File: src/rtl/writeback_regfile_pkg.sv
// cpu_pkg: constants shared by the writeback stage and register file.
//   REG_ADDR_W  : register index width
//   NUM_REGS    : architectural register count
//   ZERO_REG    : index of the hardwired-zero register
//   DATA_W      : datapath width
//   UPPER_SHIFT : left shift applied by the upper-immediate writeback form
package cpu_pkg;
  localparam int unsigned REG_ADDR_W  = 5;
  localparam int unsigned NUM_REGS    = 32;
  localparam int unsigned DATA_W      = 32;
  localparam int unsigned UPPER_SHIFT = 16;
  localparam logic [REG_ADDR_W-1:0] ZERO_REG = 5'd0;

  typedef logic [REG_ADDR_W-1:0] reg_addr_t;
  typedef logic [DATA_W-1:0]     word_t;
endpackage

File: src/rtl/writeback_regfile_wb_result_mux.sv
// wb_result_mux: combinational writeback value selection.
//   mem_to_reg : 1 selects read_data, 0 selects alu_result
//   upper      : 1 moves the low half of the selection into the upper half
//   alu_result : ALU result input
//   read_data  : load data input
//   result     : final writeback value
module wb_result_mux #(
  parameter int unsigned DATA_W = cpu_pkg::DATA_W
) (
  input  logic              mem_to_reg,
  input  logic              upper,
  input  logic [DATA_W-1:0] alu_result,
  input  logic [DATA_W-1:0] read_data,
  output logic [DATA_W-1:0] result
);
  import cpu_pkg::*;

  logic [DATA_W-1:0] sel;

  always_comb begin
    sel    = mem_to_reg ? read_data : alu_result;
    // Shifting left by the half-width drops the upper half of sel and
    // zero-fills the lower half, i.e. {sel[15:0], 16'h0} at 32 bits.
    result = upper ? (sel << UPPER_SHIFT) : sel;
  end
endmodule

File: src/rtl/writeback_regfile.sv
// writeback_regfile: writeback stage plus architectural register file.
// Optional feature macro: WB_BYPASS_EN (write-through bypass to read ports).
//   clk, rst_n          : clock, async active-low reset (clears all registers)
//   reg_write_w         : commit enable
//   mem_to_reg_w        : select load data (1) or ALU result (0)
//   alu_result_w        : ALU result
//   read_data_w         : load data
//   write_reg_w         : destination index
//   upper_w             : upper-immediate form
//   read_reg1_d/2_d     : decode-stage source indices
//   read_data1_d/2_d    : combinational source values
//   result_w            : writeback value for forwarding
module writeback_regfile #(
  parameter int unsigned DATA_W   = cpu_pkg::DATA_W,
  parameter int unsigned NUM_REGS = cpu_pkg::NUM_REGS,
  localparam int unsigned AW      = $clog2(NUM_REGS)
) (
  input  logic              clk,
  input  logic              rst_n,
  input  logic              reg_write_w,
  input  logic              mem_to_reg_w,
  input  logic [DATA_W-1:0] alu_result_w,
  input  logic [DATA_W-1:0] read_data_w,
  input  logic [AW-1:0]     write_reg_w,
  input  logic              upper_w,
  input  logic [AW-1:0]     read_reg1_d,
  input  logic [AW-1:0]     read_reg2_d,
  output logic [DATA_W-1:0] read_data1_d,
  output logic [DATA_W-1:0] read_data2_d,
  output logic [DATA_W-1:0] result_w
);
  import cpu_pkg::*;

  localparam logic [AW-1:0] ZERO = AW'(ZERO_REG);

  logic [DATA_W-1:0] regs [NUM_REGS];
  logic              commit;

  wb_result_mux #(
    .DATA_W(DATA_W)
  ) u_mux (
    .mem_to_reg (mem_to_reg_w),
    .upper      (upper_w),
    .alu_result (alu_result_w),
    .read_data  (read_data_w),
    .result     (result_w)
  );

  assign commit = reg_write_w && (write_reg_w != ZERO);

  always_ff @(posedge clk or negedge rst_n) begin
    if (!rst_n) begin
      for (int unsigned i = 0; i < NUM_REGS; i++) begin
        regs[i] <= '0;
      end
    end else if (commit) begin
      regs[write_reg_w] <= result_w;
    end
  end

  // Register 0 is forced to zero here as well so the bypass can never
  // leak a discarded write onto a read of it.
  always_comb begin
    read_data1_d = '0;
    read_data2_d = '0;
    if (read_reg1_d != ZERO) begin
      read_data1_d = regs[read_reg1_d];
`ifdef WB_BYPASS_EN
      if (commit && (read_reg1_d == write_reg_w)) begin
        read_data1_d = result_w;
      end
`endif
    end
    if (read_reg2_d != ZERO) begin
      read_data2_d = regs[read_reg2_d];
`ifdef WB_BYPASS_EN
      if (commit && (read_reg2_d == write_reg_w)) begin
        read_data2_d = result_w;
      end
`endif
    end
  end
endmodule

File: config.mk
export PLATFORM = sky130hd
export DESIGN_NAME = writeback_regfile
export DESIGN_NICKNAME = d
export VERILOG_FILES = /design/src/rtl/writeback_regfile_pkg.sv /design/src/rtl/writeback_regfile_wb_result_mux.sv /design/src/rtl/writeback_regfile.sv
export SDC_FILE = /design/constraint.sdc
export NUM_CORES = 2
export LEC_CHECK = 0
export BUFFER_PORTS_ARGS = -buffer_cell sky130_fd_sc_hd__buf_2
export CAP_MARGIN = 0
export CORE_ASPECT_RATIO = 1.4
export CORE_MARGIN = 5
export CORE_UTILIZATION = 55
export CTS_CLUSTER_DIAMETER = 120
export DETAILED_ROUTE_END_ITERATION = 16
export PLACE_DENSITY = 0.8
export SETUP_SLACK_MARGIN = 0.05
export SLEW_MARGIN = 20
export SYNTH_ARGS = -nofsm -noshare
export SYNTH_HDL_FRONTEND = slang
export SYNTH_HIERARCHICAL = 1
export SYNTH_SLANG_ARGS = --single-unit
export TNS_END_PERCENT = 20
File: constraint.sdc
create_clock -name clk -period 4.4 [get_ports clk]
set_clock_uncertainty 0.05 [all_clocks]
set_input_delay 0.88 -clock clk [delete_from_list [all_inputs] [get_ports clk]]
set_output_delay 0.88 -clock clk [all_outputs]
set_load 0.1 [all_outputs]
==> results.yml <==
timing:
  finalWorstSetupSlack_ns: 0.0504
  maxSlewHeadroom_pct: 19.3
  drv_slew: 0
  hold_violations: 0
  rsz0062_at_grt: "no"
  hold-worst-slack_ns: 0.0286
  max_freq_mhz: 230
  finalCriticalPeriod_ns: 4.35
  worst_pin_slew_ns: 1.20
  finalSetupViolCount: 0
  period_share_pct: 98.9
logic_synthesis:
  synth.most_common_cell: "mux2_2"
  ys_ff_latch: 1024
  synth_area_leaders: "dfrtp_1, mux2_2, mux4_2"
  ys_types: 37
  synth_area_leader_cell: "dfrtp_1"
  synth_ff_type: "dfrtp_1"
  yosys_warnings: 6
  syn_inst: 3676
  synth_top_area_share_pct: 46.6
  netlist_area_um2: 55000
  synth_edf_count: 0
  ys_seq_area_share_pct: 46.6
  synth_fp_nets: 3760
  ys_top_cells_by_count: "mux2_2, dfrtp_1, mux4_2"
  async_flop_share_pct: 100
  synth_area_per_cell_um2: 15.0
cts:
  ctsHoldBuffers: 0
  cts-root-buf: "clkbuf_16"
  post-cts-setup-buffer-count: 0
  clk_pin_slew_ns: 0.06
  htreeDepth: 3
  cts_inserted_buffers: 97
  clk_path_buf_depth: 3
  cts.sinks: 1024
  cts_tree: "done"
  clk_latency_ns: 0.70
  ctsResizeCount: 0
final_layout:
  post-route-util_pct: 63.0
  nNetsFinal: 3833
  area_growth_syn_to_layout_pct: 14.0
  register_area_um2: 25600
  fillCellCount: 6867
  regMostFlops: "regs"
  multiInputGateArea_um2: 27700
  largestRegisters: "regs x1024"
  largest_register_ffs: 1024
  drive_gt1_share_pct: 56.2
  design_area_um2: 62700
global_route:
  grt_use_total_pct: 33.4
  grt_pass1_vias: 39200
  antenna_found_initial: 13
  grt-ovfl-total: 0
  grt_max_degree: 147
  grt_pass1_wl_um: 264000
floorplan:
  dieHeight_um: 384
  core_area_um2: 99600
  rows: 137
  start_util_pct: 55.3
  die_w_um: 277
  pin_count: 180
  dieArea_um2: 107000
status:
  status: "completed"
worst_setup_path:
  worstPathRequired_ns: 3.47
  cp-end-kind: "output pin"
  rr_worst_depth: 1
  path_max_fanout: 19
  r2r_setup_slack_ns: 3.52
  path_class: "in2out"
  rr_startpoint: "regs[268]"
  cp-start-kind: "primary input"
  worstPathArrival_ns: 3.42
  reg2reg_to: "regs[268]"
placed_design:
  dp_slack_ns: 0.203
  placed_area_um2: 59500
  place.gp.congestion: 0.890
  hpwl_um: 113000
  port_buffers: 179
routing:
  drtIter0Drc: 4704
  ant_nets: 0
  drtPass1Iterations: 6
  drt_wl_total_um: 180000
  drc: 0
  vias: 37600
  wl_per_cell_um: 35.0
  via_per_inst: 7.31
power:
  ir_drop_mv: 0.269
  p_leak_nw: 27.5
  powerDensity_nw_per_um2: 439
job:
  maxCapViolations: 0
min_path:
  hp-class: "in2async"
==> where the power goes <==
part / internal, mW / switching [mW] / total, mW / leakage (nW)
combinational: 3.46 / 3.17 / 6.63 / 12.5
sequential: 11.0 / 1.27 / 12.3 / 13.4
clock: 4.85 / 3.72 / 8.57 / 1.58
==> cell families (layout without fill, tap and decap cells) <==
group                  after synthesis  count (layout)  synth area share (%)
DFF                               1024            1024                  46.6
and+or+nand+nor                    181             181                  1.70
AOI/OAI and AO/OA                  366             366                  4.78
buffers and inverters              441             588                  3.70
other                                0               4                     0
muxes                             1664            1664                  43.2
==> through the flow <==
step / setup TNS, ns / instances / power, mW
5_1_grt: 0 / 5145 / 28.4
6_report: 0 / 5147 / 27.5
3_3_place_gp: 0 / 4969 / 18.6
3_5_place_dp: 0 / 4970 / 18.9
2_1_floorplan: -47.26 / 3676 / 16.7
4_1_cts: 0 / 5143 / 27.5
==> metal layers <==
layer  share of wire, %  track usage, %  vias up
li1                   -               -    14400
met4                7.7            20.7       12
met2                 46            51.4     2577
met5              0.038               0        -
met3                 11            9.62      756
met1                 35            42.2    19900
==> worst max path at each step <==
stage,startpoint,endpoint,slack (ns)
CTS,read_reg1_d[4],read_data1_d[5],0.17
global placement,read_reg2_d[2],read_data2_d[28],0.19
detailed placement,read_reg1_d[4],read_data1_d[5],0.20
finish,read_reg1_d[4],read_data1_d[5],0.05
floorplan,read_reg2_d[1],read_data2_d[14],-0.93
global route,read_reg2_d[2],read_data2_d[22],0.13
==> cell type report <==
cell class,count,share of cell area (%)
multi-input cells,2211,44.2
flip-flops and latches,1024,40.9
repair buffers,413,7.22
clock buffers,146,4.65
well taps,1320,2.63
clock inverters,27,0.463
inverters,2,0.0180
diodes,4,0.0160
==> worst max-delay path, cell delays in order <==
cell	delay [ns]
buf_2	0.23
or2_2	0.19
buf_4	0.47
buf_4	0.44
o21ai_0	0.23
a311oi_1	0.56
buf_4	0.25
buf_12	0.17
==> placed cells by master (no fill, tap or decap), types with 16 or more instances in the layout <==
master	synthesis	layout
dfrtp_1	1024	1024
buf_2	174	93
o2111ai_1	18	18
buf_12	2	129
clkbuf_8	0	24
mux2i_1	144	143
a311oi_1	64	51
mux4_2	461	461
nor2_2	0	16
nand2_1	49	38
a22oi_1	64	64
a221oi_1	46	46
clkbuf_1	221	22
clkinv_2	0	16
nor2b_1	71	66
mux2_2	1046	1046
o21ai_0	101	101
a211oi_1	64	64
buf_4	31	184
clkbuf_16	0	100
(Power assumes the default switching activity.)
